### src/rtl/dma_axi_mc.sv
// Multi-channel DMA front end: N_CH native request ports share one AXI4 master through a round-robin arbiter.
// Optional macro DMA_AXI_MC_4K_CHECK_EN refuses bursts that would cross a 4 KiB boundary.
module dma_axi_mc #(
  parameter int N_CH       = 2,
  parameter int DMA_DATA_W = 32,
  parameter int AXI_ADDR_W = 32,
  parameter int AXI_LEN_W  = 8,
  parameter int AXI_ID_W   = 3
) (
  input  logic                           clk,
  input  logic                           rst,
  input  logic [N_CH-1:0]                valid,
  input  logic [N_CH*AXI_ADDR_W-1:0]     address,
  input  logic [N_CH*DMA_DATA_W-1:0]     wdata,
  input  logic [N_CH*DMA_DATA_W/8-1:0]   wstrb,
  input  logic [N_CH*AXI_LEN_W-1:0]      dma_len,
  output logic [DMA_DATA_W-1:0]          rdata,
  output logic [N_CH-1:0]                ready,
  output logic [N_CH-1:0]                dma_ready,
  output logic [N_CH-1:0]                error,
  output logic [AXI_ID_W-1:0]            m_axi_arid,
  output logic [AXI_ADDR_W-1:0]          m_axi_araddr,
  output logic [AXI_LEN_W-1:0]           m_axi_arlen,
  output logic [2:0]                     m_axi_arsize,
  output logic [1:0]                     m_axi_arburst,
  output logic                           m_axi_arlock,
  output logic [3:0]                     m_axi_arcache,
  output logic [2:0]                     m_axi_arprot,
  output logic [3:0]                     m_axi_arqos,
  output logic                           m_axi_arvalid,
  input  logic                           m_axi_arready,
  input  logic [AXI_ID_W-1:0]            m_axi_rid,
  input  logic [DMA_DATA_W-1:0]          m_axi_rdata,
  input  logic [1:0]                     m_axi_rresp,
  input  logic                           m_axi_rlast,
  input  logic                           m_axi_rvalid,
  output logic                           m_axi_rready,
  output logic [AXI_ID_W-1:0]            m_axi_awid,
  output logic [AXI_ADDR_W-1:0]          m_axi_awaddr,
  output logic [AXI_LEN_W-1:0]           m_axi_awlen,
  output logic [2:0]                     m_axi_awsize,
  output logic [1:0]                     m_axi_awburst,
  output logic                           m_axi_awlock,
  output logic [3:0]                     m_axi_awcache,
  output logic [2:0]                     m_axi_awprot,
  output logic [3:0]                     m_axi_awqos,
  output logic                           m_axi_awvalid,
  input  logic                           m_axi_awready,
  output logic [DMA_DATA_W-1:0]          m_axi_wdata,
  output logic [DMA_DATA_W/8-1:0]        m_axi_wstrb,
  output logic                           m_axi_wlast,
  output logic                           m_axi_wvalid,
  input  logic                           m_axi_wready,
  input  logic [AXI_ID_W-1:0]            m_axi_bid,
  input  logic [1:0]                     m_axi_bresp,
  input  logic                           m_axi_bvalid,
  output logic                           m_axi_bready
);
  localparam int STRB_W = DMA_DATA_W / 8;
  localparam int IW     = (N_CH > 1) ? $clog2(N_CH) : 1;
  localparam logic [2:0] SIZE = 3'($clog2(STRB_W));

  typedef enum logic [2:0] {IDLE, ADDR, RDATA, WDATA, WRESP} state_t;
  state_t state;

  logic [AXI_ADDR_W-1:0] ch_addr  [N_CH];
  logic [DMA_DATA_W-1:0] ch_wdata [N_CH];
  logic [STRB_W-1:0]     ch_strb  [N_CH];
  logic [AXI_LEN_W-1:0]  ch_len   [N_CH];

  for (genvar g = 0; g < N_CH; g++) begin : g_ch
    assign ch_addr[g]  = address[g*AXI_ADDR_W +: AXI_ADDR_W];
    assign ch_wdata[g] = wdata[g*DMA_DATA_W +: DMA_DATA_W];
    assign ch_strb[g]  = wstrb[g*STRB_W +: STRB_W];
    assign ch_len[g]   = dma_len[g*AXI_LEN_W +: AXI_LEN_W];
  end

  logic [IW-1:0]         ptr_q, grant_q, sel;
  logic                  found, cross4k, take, rd_err;
  logic [AXI_ADDR_W-1:0] addr_q;
  logic [AXI_LEN_W-1:0]  len_q, beat_q;
  logic                  wr_q;

  // Round-robin search starting one past the last granted channel
  always_comb begin
    logic [IW-1:0] c;
    found = 1'b0;
    sel   = ptr_q;
    c     = '0;
    for (int i = 1; i <= N_CH; i++) begin
      c = IW'((int'(ptr_q) + i) % N_CH);
      if (!found && valid[c]) begin
        found = 1'b1;
        sel   = c;
      end
    end
  end

`ifdef DMA_AXI_MC_4K_CHECK_EN
  logic [31:0] end_off;
  assign end_off = 32'(ch_addr[sel][11:0]) + (32'(ch_len[sel]) + 32'd1) * 32'(STRB_W);
  assign cross4k = end_off > 32'd4096;
`else
  assign cross4k = 1'b0;
`endif

  assign take = (state == IDLE) && found && !cross4k;
  // rlast must land exactly on the final beat; early or missing rlast both count as errors
  assign rd_err = (m_axi_rresp != 2'b00) || (m_axi_rid != AXI_ID_W'(grant_q)) ||
                  (m_axi_rlast != (beat_q == len_q));

  always_ff @(posedge clk or posedge rst) begin
    if (rst) begin
      state         <= IDLE;
      ptr_q         <= IW'(N_CH - 1);
      grant_q       <= '0;
      beat_q        <= '0;
      wr_q          <= 1'b0;
      m_axi_arvalid <= 1'b0;
      m_axi_awvalid <= 1'b0;
      m_axi_rready  <= 1'b0;
      m_axi_bready  <= 1'b0;
      dma_ready     <= '1;
      error         <= '0;
    end else begin
      case (state)
        // IDLE: grant, or refuse an out-of-range burst in place
        IDLE: if (found) begin
          if (cross4k) begin
            error[sel] <= 1'b1;
          end else begin
            state          <= ADDR;
            grant_q        <= sel;
            ptr_q          <= sel;
            beat_q         <= '0;
            wr_q           <= |ch_strb[sel];
            m_axi_arvalid  <= ~|ch_strb[sel];
            m_axi_awvalid  <= |ch_strb[sel];
            error[sel]     <= 1'b0;
            dma_ready[sel] <= 1'b0;
          end
        end
        ADDR: if ((m_axi_arvalid && m_axi_arready) || (m_axi_awvalid && m_axi_awready)) begin
          m_axi_arvalid <= 1'b0;
          m_axi_awvalid <= 1'b0;
          if (wr_q) begin
            state <= WDATA;
          end else begin
            state        <= RDATA;
            m_axi_rready <= 1'b1;
          end
        end
        RDATA: if (m_axi_rvalid) begin
          if (rd_err) error[grant_q] <= 1'b1;
          beat_q <= beat_q + AXI_LEN_W'(1);
          if (m_axi_rlast) begin
            state              <= IDLE;
            m_axi_rready       <= 1'b0;
            dma_ready[grant_q] <= 1'b1;
          end
        end
        WDATA: if (m_axi_wvalid && m_axi_wready) begin
          beat_q <= beat_q + AXI_LEN_W'(1);
          if (m_axi_wlast) begin
            state        <= WRESP;
            m_axi_bready <= 1'b1;
          end
        end
        WRESP: if (m_axi_bvalid) begin
          if ((m_axi_bresp != 2'b00) || (m_axi_bid != AXI_ID_W'(grant_q))) error[grant_q] <= 1'b1;
          state              <= IDLE;
          m_axi_bready       <= 1'b0;
          dma_ready[grant_q] <= 1'b1;
        end
        default: state <= IDLE;
      endcase
    end
  end

  always_ff @(posedge clk) begin
    if (take) begin
      addr_q <= ch_addr[sel];
      len_q  <= ch_len[sel];
    end
  end

  assign m_axi_arid    = AXI_ID_W'(grant_q);
  assign m_axi_araddr  = addr_q;
  assign m_axi_arlen   = len_q;
  assign m_axi_arsize  = SIZE;
  assign m_axi_arburst = 2'b01;
  assign m_axi_arlock  = 1'b0;
  assign m_axi_arcache = 4'd0;
  assign m_axi_arprot  = 3'd0;
  assign m_axi_arqos   = 4'd0;
  assign m_axi_awid    = AXI_ID_W'(grant_q);
  assign m_axi_awaddr  = addr_q;
  assign m_axi_awlen   = len_q;
  assign m_axi_awsize  = SIZE;
  assign m_axi_awburst = 2'b01;
  assign m_axi_awlock  = 1'b0;
  assign m_axi_awcache = 4'd0;
  assign m_axi_awprot  = 3'd0;
  assign m_axi_awqos   = 4'd0;

  // Write beats pass straight through from the granted channel
  assign m_axi_wvalid = (state == WDATA) && valid[grant_q];
  assign m_axi_wdata  = ch_wdata[grant_q];
  assign m_axi_wstrb  = ch_strb[grant_q];
  assign m_axi_wlast  = (state == WDATA) && (beat_q == len_q);
  assign rdata        = m_axi_rdata;

  always_comb begin
    ready = '0;
    if (state == RDATA && m_axi_rvalid) ready[grant_q] = 1'b1;
    if (state == WDATA && m_axi_wvalid && m_axi_wready) ready[grant_q] = 1'b1;
    if (state == IDLE && found && cross4k) ready[sel] = 1'b1;
  end
endmodule

### config.mk
export PLATFORM = sky130hd
export DESIGN_NAME = dma_axi_mc
export DESIGN_NICKNAME = d
export VERILOG_FILES = /design/src/rtl/dma_axi_mc.sv
export SDC_FILE = /design/constraint.sdc
export NUM_CORES = 1
export LEC_CHECK = 0
export CORE_AREA = 2 2 158 160
export DETAILED_ROUTE_END_ITERATION = 8
export DIE_AREA = 0 0 160 162
export DONT_BUFFER_PORTS = 1
export PLACE_DENSITY = 0.31
export SYNTH_ARGS = -nofsm -noshare
export SYNTH_HDL_FRONTEND = slang
export SYNTH_SLANG_ARGS = --single-unit
### constraint.sdc
create_clock -name clk -period 7.55 [get_ports clk]
set_clock_uncertainty 0.05 [all_clocks]
set_input_delay 1.51 -clock clk [delete_from_list [all_inputs] [get_ports clk]]
set_output_delay 1.51 -clock clk [all_outputs]
set_load 0.01 [all_outputs]
# [Yosys cells after proc, flatten, opt, wreduce, memory -nomap -nowiden]
# Index checks and enable logic that the tools add are counted.
[word_totals] ff_bits=62 input_bits=204 output_inout_bits=200 wordCells=154
[op_classes] add_sub_neg=3 order_cmp=8 n_eq_ne=18 muxes=69 bitwise_logic=8 reduce_logical=35
[op_table] operator="$mux 32" n=6
[op_table] operator="$mux 8" n=6
[op_table] operator="$mux 4" n=6
[op_table] operator="$pmux 8 s3" n=1
[op_table] operator="$mux 1" n=23
[op_table] operator="$mux 2" n=11
[op_table] operator="$mux 3" n=7
[op_table] operator="$ne 2x2->1 const B" n=10
[op_table] operator="$pmux 3 s5" n=1
[op_table] operator="$logic_and 1x1->1" n=12
[op_table] operator="$pmux 2 s3" n=2
[op_table] operator="$reduce_and 5->1" n=2
[op_table] operator="$reduce_bool 2->1" n=5
[op_table] operator="$add 8x1->8 const B" n=1
[op_table] operator="$eq 8x8->1" n=1
[op_table] operator="$lt 1x2->1 const B" n=4
[op_table] operator="$pmux 1 s2" n=4
[op_table] operator="$reduce_and 4->1" n=2
[op_table] operator="$reduce_and 7->1" n=1
[op_table] operator="$eq 3x2->1 const B" n=2
[op_table] operator="$ne 3x1->1" n=2
[op_table] operator="$or 2x2->2" n=3
[op_table] operator="$reduce_and 6->1" n=1
[op_table] operator="$reduce_bool 3->1" n=2
[op_table] operator="16 further kinds" n=26

# [Longest topological paths before layout]
# Gate-level depths: netlist of the first run.
[depth] word_depth=15 ltp_mapped=7

# [Least setup slack after synthesis of the first run]
# Ideal clock, no wire load.
[synth_path] kind="input port to flip-flop" startpoint="input valid[1]" endpoint="register wr_q" setup_ps=126 t_arrival_ps=4280 required_ps=7374 slack_ps=3094 cell_stages=4 path_cell_list="nor2_1 or3_1 nor2_1 mux2_2"
[synth_via] elab_chain_len=11 elab_cells_between_ends=16 classes_between="mux: 11; bitwise: 1; reduce/logical: 4"
[synth_rtl] element="start, declared" line_no="12" source="input logic [N_CH-1:0] valid,"
[synth_rtl] element="$mux 1 (not written as such) (2 in series)" line_no="92" source="if (!found && valid[c]) begin"
[synth_rtl] element="$mux 1" line_no="92"
[synth_rtl] element="$logic_not 1->1" line_no="92"
[synth_rtl] element="$logic_and 1x1->1" line_no="92"
[synth_rtl] element="$mux 1" line_no="92"
[synth_rtl] element="$not 1->2 (not written as such)" line_no="136" source="wr_q <= |ch_strb[sel];"
[synth_rtl] element="$mux 4 (not written as such) (3 in series)" line_no="136"
[synth_rtl] element="$reduce_or 4->1" line_no="136"
[synth_rtl] element="end signal, assigned" line_no="136"
[synth_rtl] element="end, declared" line_no="82" source="logic wr_q;"
# Several ways; a longest one is shown, not always the timed one. The select of a mux whose other input is x is not followed.
# A chain may end at the register's enable or synchronous reset.

# [Worst setup path in the final report of the first run]
[layout_path] startpoint="input valid[1]" endpoint="output ready[1]"
[layout_via] elab_chain_len=6
[layout_rtl] element="$mux 1 (not written as such) (2 in series)" line_no="207" source="assign m_axi_wvalid = (state == WDATA) && valid[grant_q];"
[layout_rtl] element="$logic_and 1x1->1" line_no="207"
[layout_rtl] element="$logic_and 1x1->1 (2 in series)" line_no="216" source="if (state == WDATA && m_axi_wvalid && m_axi_wready) ready[grant_q] = 1'b1;"
[layout_rtl] element="$mux 2" line_no="216"
[layout_rtl] element="end, declared" line_no="18" source="output logic [N_CH-1:0] ready,"
# No other way between the ends. The select of a mux whose other input is x is not followed.

==> results of run 1 <==
==> through the flow <==
stage	instance area, sq um	hold WS (ns)	setup slack, ns
floorplan	4530	0.414	3.09
global placement	4050	0.452	3.47
detailed placement	4050	0.450	3.45
CTS	4320	0.463	3.44
global route	4320	0.497	3.43
finish	4320	0.460	3.52
==> sequential cells by signal, indices dropped and copies added, names as in the netlist, 2 cells and up <==
register and flops:
m_axi_araddr 32, beat_q 8, m_axi_arlen 8, state 3
dma_ready 2, error 2
==> synth_stat cells (all sizes together), types with 2 or more instances <==
library cell,number,area share
nand2,133,0.11
nand2b,3,0.0043
mux2i,3,0.0068
clkbuf,18,0.015
nor2,17,0.015
xor2,9,0.018
buf,115,0.20
or4,2,0.0034
a21o,2,0.0034
o41ai,2,0.0040
dfrtp,19,0.11
o21ai,16,0.018
inv,10,0.0085
nor4,5,0.0071
or3,2,0.0028
a2111oi,2,0.0040
and2,2,0.0028
edfxtp,40,0.27
o31ai,4,0.0068
mux2,39,0.10
a21oi,9,0.010
conb,2,0.0017
nand3,8,0.0091
dfstp,3,0.018
a31oi,5,0.0071
==> logic make-up (layout without fill, tap and decap cells) <==
logic type | Yosys count | after routing
AOI/OAI and AO/OA | 52 | 52
xor gates and xnor gates | 10 | 10
adders and majority gates | 1 | 1
buffers and inverters | 143 | 30
DFF | 62 | 62
muxes | 42 | 42
other | 2 | 38
and+or+nand+nor | 178 | 178
==> report_power, final <==
| group | leakage, nW | total (mW) | internal (mW) | switching (mW) |
|---|---|---|---|---|
| clock network | 0.133 | 0.380 | 0.221 | 0.159 |
| logic | 0.955 | 0.618 | 0.213 | 0.405 |
| registers | 0.645 | 0.651 | 0.493 | 0.158 |
| total | 1.73 | 1.65 | 0.927 | 0.722 |
==> layer usage <==
metal  up-vias  track usage
met5         -            0
met2       215        0.179
met3        30       0.0432
met1      1329        0.114
met4         0       0.0508
li1       1333            -
==> area by class of cell <==
class                      instances  share of cell area
multi-input combinational        321               0.422
inverter                          10             0.00870
tap                              324              0.0939
clock inverter                     6             0.00870
sequential                        62               0.407
timing repair buffer               4             0.00696
clock buffer                      10              0.0530
==> path summary, 6_finish.rpt <==
check | cells past startpoint | startpoint | end | slack [ns]
worst max-delay path | 4 | valid[1] | ready[1] | 3.52
worst min register to register | 1 | wr_q | wr_q | 0.46
worst min-delay path | 1 | wr_q | wr_q | 0.46
worst max register to register | 6 | grant_q | error[1] | 4.99
max in group asynchronous | 1 | rst | grant_q | 5.49
min in group asynchronous | 1 | rst | error[1] | 1.26
==> key figures, run 1 <==
Yosys
  – Mapped Cells: between 400 and 500
  – Warning count from the yosys run: 0
  – Async set-reset flop share out of synthesis: 0.355
  – Syn_area_per_cell: 8.98 sq um
  – Adder-Cell Fraction of Synth Area: 0.00284
  – Mux cell area share after synthesis: 0.107
  – Xor and xnor area share after synthesis: 0.0199
  – Synth Flop Type: edfxtp_1
  – Post-synthesis compound-gate area fraction: 0.0768
  – #FFs+latches synth: 62
  – Syn Std Cell Area: ~0.0044 sq mm
  – Largest family of logic cells by synthesized area: buffers and inverters
  – Post-synth EDFFs: 40
  – Distinct cells, synth: 46
  – Simple-Gate Fraction of Synth Area: 0.171
  – Sequential fraction of the synthesis area: 0.399

Global routing
  – Initial antenna violation count: 0
  – Total gr overflow: 0
  – Total track usage: 0.105
  – Vias in the first global route: 2784
  – First-pass GRT wire length: 19500 um
  – Largest net degree at the start of global routing: 48

Critical path
  – Worst Setup Start Kind: primary input
  – Critical path arrival: 2.47 ns
  – CP max stage delay: 0.36 ns
  – Crit path max fanout: 7
  – Type of the worst setup path: primary input to primary output
  – Cell at the slowest stage of the critical path: nor2_1
  – Cell family with most CP delay: simple AND/OR/NAND/NOR gates
  – Crit. End Element: primary output
  – Critical-path cell list: mux2i_1, nand4b_4, a21o_1, nor2_1
  – Crit path required time: ~6.0 ns
  – CP Buf/Inv Count: 0

Cells and area
  – Fraction of layout cells with a size suffix above 1: 0.162
  – Multi-input gate area: 0.00182 sq mm
  – Fill count: 2708
  – Antenna diodes: 0
  – Non-Filler Instances: 737
  – FF/Latch Area: roughly 0.0018 sq mm
  – Final core occ: 0.179
  – Layout area overhead: -1.85%
  – Final nets: 613
  – Commonest cells after routing, fill and taps aside: nand2_1 (133), edfxtp_1 (40), mux2_2 (39), conb_1 (38), dfrtp_1 (18)
  – Most common cell after layout, fill and taps aside: nand2_1

Die
  – Die area: between 0.02 and 0.03 sq mm
  – Row count: 57
  – DIE HEIGHT: 162 um
  – Chip width: between 150 and 200 um
  – Core area: 0.0241 sq mm
  – Initial Util: 0.182
  – I/O pins: 404

Clocking
  – Post-cts resize count: 0
  – Sinks on the clock net: between 60 and 70
  – Clk buf depth: 2
  – CTS buffer count: 9
  – Htree depth: 3
  – Clock transition at the registers of the reported paths: 0.06 ns
  – Clock insertion delay at the later pin of the skew report: 0.33 ns
  – CTS tree: done
  – # Post-CTS Setup Buffers: 0
  – CTS Hold Bufs: 0
  – Clock root buffer: clkbuf_16

Status
  – Outcome: completed

Power
  – Tot Pwr: 1.65 mW
  – Worst VDD drop: 0.126 mV
  – Static Leak: 1.73 nW
  – Power Density: 382 mW/mm^2

Route
  – Final ANT Viol Nets: 0
  – TritonRoute pass-1 iters: 4
  – Wire per inst: 19.7 um
  – Iter 0 DRT Violations: 135
  – Wire length on met1: roughly 5400 um
  – Final WL: 14600 um
  – Met3 wire len: 1460 um
  – DR DRC count: 0
  – DR vias: around 2900
  – Via-to-Cell Ratio: 3.94
  – Top Metal Used: met4
  – Metal2 WL: 7310 um

Timing
  – Final setup vio count: 0
  – Max Fclk: 248 MHz
  – RSZ-0062 raised after global routing: no
  – Slew Limit Fails: 0
  – Fin crit share: 0.534
  – Final hold violation count: 0
  – Fin Setup TNS: 0 ns
  – Period minus WS final: 4.03 ns
  – Worst Max-Slew Pin Slew: roughly 1 ns
  – Relative slew slack: 0.321

Placement
  – Placer Congestion: 0.802
  – Port buffer count: 0
  – Cells after DPL: 721
  – DP Wirelength: 11600 um

Flow run
  – MaxCap Viol Count: 0

Worst hold path
  – Worst min path class: flop to flop
(Power assumes the default switching activity.)
==> run 2: changes to the inputs <==
Settings changed: PLACE_DENSITY 0.31 to 0.32.
Clock period 7.55 ns to 3.4 ns, I/O delays scaled along.
==> key figures, run 2 (synthesis gave the netlist of run 1 again) <==
Power
  – Switching share of power: 0.411 (-0.0273)
  – Tot Pwr: 3.90 mW (+140%)
  – Sequential share of power: 0.373 (-0.022)
  – Power Density: 882 mW/mm^2 (+130%)
  – Worst VDD drop: 0.229 mV (+82%)
  – NetSw: 1.60 mW (+120%)
  – P_int: 2.30 mW (+150%)
  – Static Leak: 1.78 nW (+2.6%)
  – Clk pwr share: 0.270 (+0.039)
  – Combinational Power Share: 0.356 (-0.019)

Clocking
  – CTS tree: done
  – Clock insertion delay at the later pin of the skew report: 0.33 ns (about the same)
  – Clk buf depth: 2 (unchanged)
  – Post-cts resize count: 0 (unchanged)
  – Clock root buffer: clkbuf_16
  – CTS Hold Bufs: 0 (unchanged)
  – Sinks on the clock net: 62 (unchanged)
  – CTS buffer count: 9 (unchanged)
  – # Post-CTS Setup Buffers: 0 (unchanged)
  – Clock transition at the registers of the reported paths: 0.06 ns (about the same)
  – Htree depth: 3 (unchanged)

Critical path
  – Critical-path cell list: xor2_1, nor4_1, nand2_1, nor2_1
  – Crit path required time: 2.67 ns (-3.32 ns)
  – Reg-to-Reg Start: state[0]
  – Cell family with most CP delay: simple AND/OR/NAND/NOR gates
  – Crit path max fanout: 4 (-3)
  – Type of the worst setup path: flop to primary output
  – Crit path from: m_axi_arlen[4]
  – Critical path arrival: 2.17 ns (-0.30 ns)
  – CP Buf/Inv Count: 0 (unchanged)
  – Cell at the slowest stage of the critical path: edfxtp_1
  – Worst Setup Start Kind: flop
  – Crit. End Element: primary output
  – CP max stage delay: 0.53 ns (+0.17 ns)

Die
  – DIE HEIGHT: 162 um (unchanged)
  – Initial Util: 0.182 (unchanged)
  – Die area: 0.0259 sq mm (unchanged)
  – Row count: 57 (unchanged)
  – I/O pins: 404 (unchanged)
  – Chip width: 160 um (unchanged)
  – Core area: 0.0241 sq mm (unchanged)

Status
  – Outcome: completed

Cells and area
  – Non-Filler Instances: 740 (+0.41%)
  – Most common cell after layout, fill and taps aside: nand2_1
  – Max reg flops: 32 (unchanged)
  – Layout area overhead: 0.597%
  – Final nets: 616 (+0.49%)
  – Antenna diodes: 0 (unchanged)
  – Cell area after layout: 0.00442 sq mm (+2.5%)
  – Fraction of layout cells with a size suffix above 1: 0.166 (+0.00364)
  – Commonest cells after routing, fill and taps aside: nand2_1 (133), edfxtp_1 (40), mux2_2 (39), conb_1 (38), dfrtp_1 (18)
  – Final core occ: 0.184 (+0.00446)

Global routing
  – Initial antenna violation count: 0 (unchanged)
  – Met3 Use GR: 0.0495 (+0.00638)
  – Total gr overflow: 0 (unchanged)
  – Vias in the first global route: 2943 (+5.7%)
  – Met2 Use GR: 0.181 (+0.00157)
  – First-pass GRT wire length: 20200 um (+3.2%)
  – Busiest grt layer: met2
  – Total track usage: 0.109 (+0.00327)
  – Largest net degree at the start of global routing: 42 (-13%)
  – GR Layer Usage met1: 0.119 (+0.00502)

Timing
  – Fin Setup TNS: 0 ns (unchanged)
  – Period minus WS final: around 2.9 ns
  – Max Fclk: 344 MHz
  – Fin crit share: 0.854
  – Final worst slack: 0.496 ns (-3.02 ns)
  – Hold_ws: 0.405 ns (-0.0545 ns)
  – RSZ-0062 raised after global routing: no
  – Worst Max-Slew Pin Slew: 0.957 ns (-0.0612 ns)
  – Slew Limit Fails: 0 (unchanged)
  – Final hold violation count: 0 (unchanged)
  – Relative slew slack: 0.361 (+0.0408)
  – Final setup vio count: 0 (unchanged)

Placement
  – DP Wirelength: 12100 um (+4.8%)
  – Port buffer count: 0 (unchanged)
  – Placer Congestion: 0.839 (+4.6%)
  – Pre-CTS setup slack: 0.798 ns (-2.65 ns)
  – Cells after DPL: 724 (+0.42%)
  – Post-DP Area: 0.00409 sq mm (+0.87%)

Route
  – Via-to-Cell Ratio: 4.01 (+1.6%)
  – Final ANT Viol Nets: 0 (unchanged)
  – Wire per inst: 20.2 um (+2.2%)
  – Iter 0 DRT Violations: 176 (+30%)
  – Final WL: 14900 um (+2.6%)
  – TritonRoute pass-1 iters: 4 (unchanged)
  – DR vias: 2966 (+2.0%)
  – DR DRC count: 0 (unchanged)

Flow run
  – MaxCap Viol Count: 0 (unchanged)

Worst hold path
  – Worst min path class: primary input to async pin
-- run 2: final cells by class --
cell class                 count  area, sq um
multi-input combinational    321         1820
tap                          324          405
inverter                      10         37.5
clock buffer                  10          229
sequential                    62         1760
fill                        2703        19700
timing repair buffer           7         65.1
clock inverter                 6          110
-- run 2: worst paths after layout --
| path | endpoint | slack [ns] | depth (start not counted) |
|---|---|---|---|
| worst max-delay path | m_axi_wlast | 0.50 | 4 |
| worst min-delay path | m_axi_bready | 0.41 | 1 |
| worst max register to register | beat_q[3] | 1.08 | 4 |
| worst min register to register | beat_q[7] | 0.46 | 1 |
| max in group asynchronous | grant_q | 2.23 | 1 |
| min in group clk | beat_q[7] | 0.46 | 1 |
-- run 2: metal layers --
metal | up-vias | part of all wire
met5 | - | 0
met4 | 0 | 0.029
met3 | 39 | 0.11
met2 | 242 | 0.49
met1 | 1342 | 0.37
li1 | 1343 | -
-- run 2: power by group through the flow --
stage / sequential, mW / combinational (mW) / clock [mW]
after global routing: 1.50 / 1.56 / 1.15
after floorplan: 1.28 / 1.39 / 0
after global placement: 1.48 / 1.43 / 0
final: 1.46 / 1.39 / 1.06
after detailed placement: 1.48 / 1.44 / 0
after CTS: 1.47 / 1.44 / 1.11
-- run 2: worst register-to-register path, stage by stage (launching register included) --
cell	delay (ns)
dfrtp_1	0.59
or3_1	0.52
a221o_1	0.49
or4_1	0.51
nand3_1	0.09
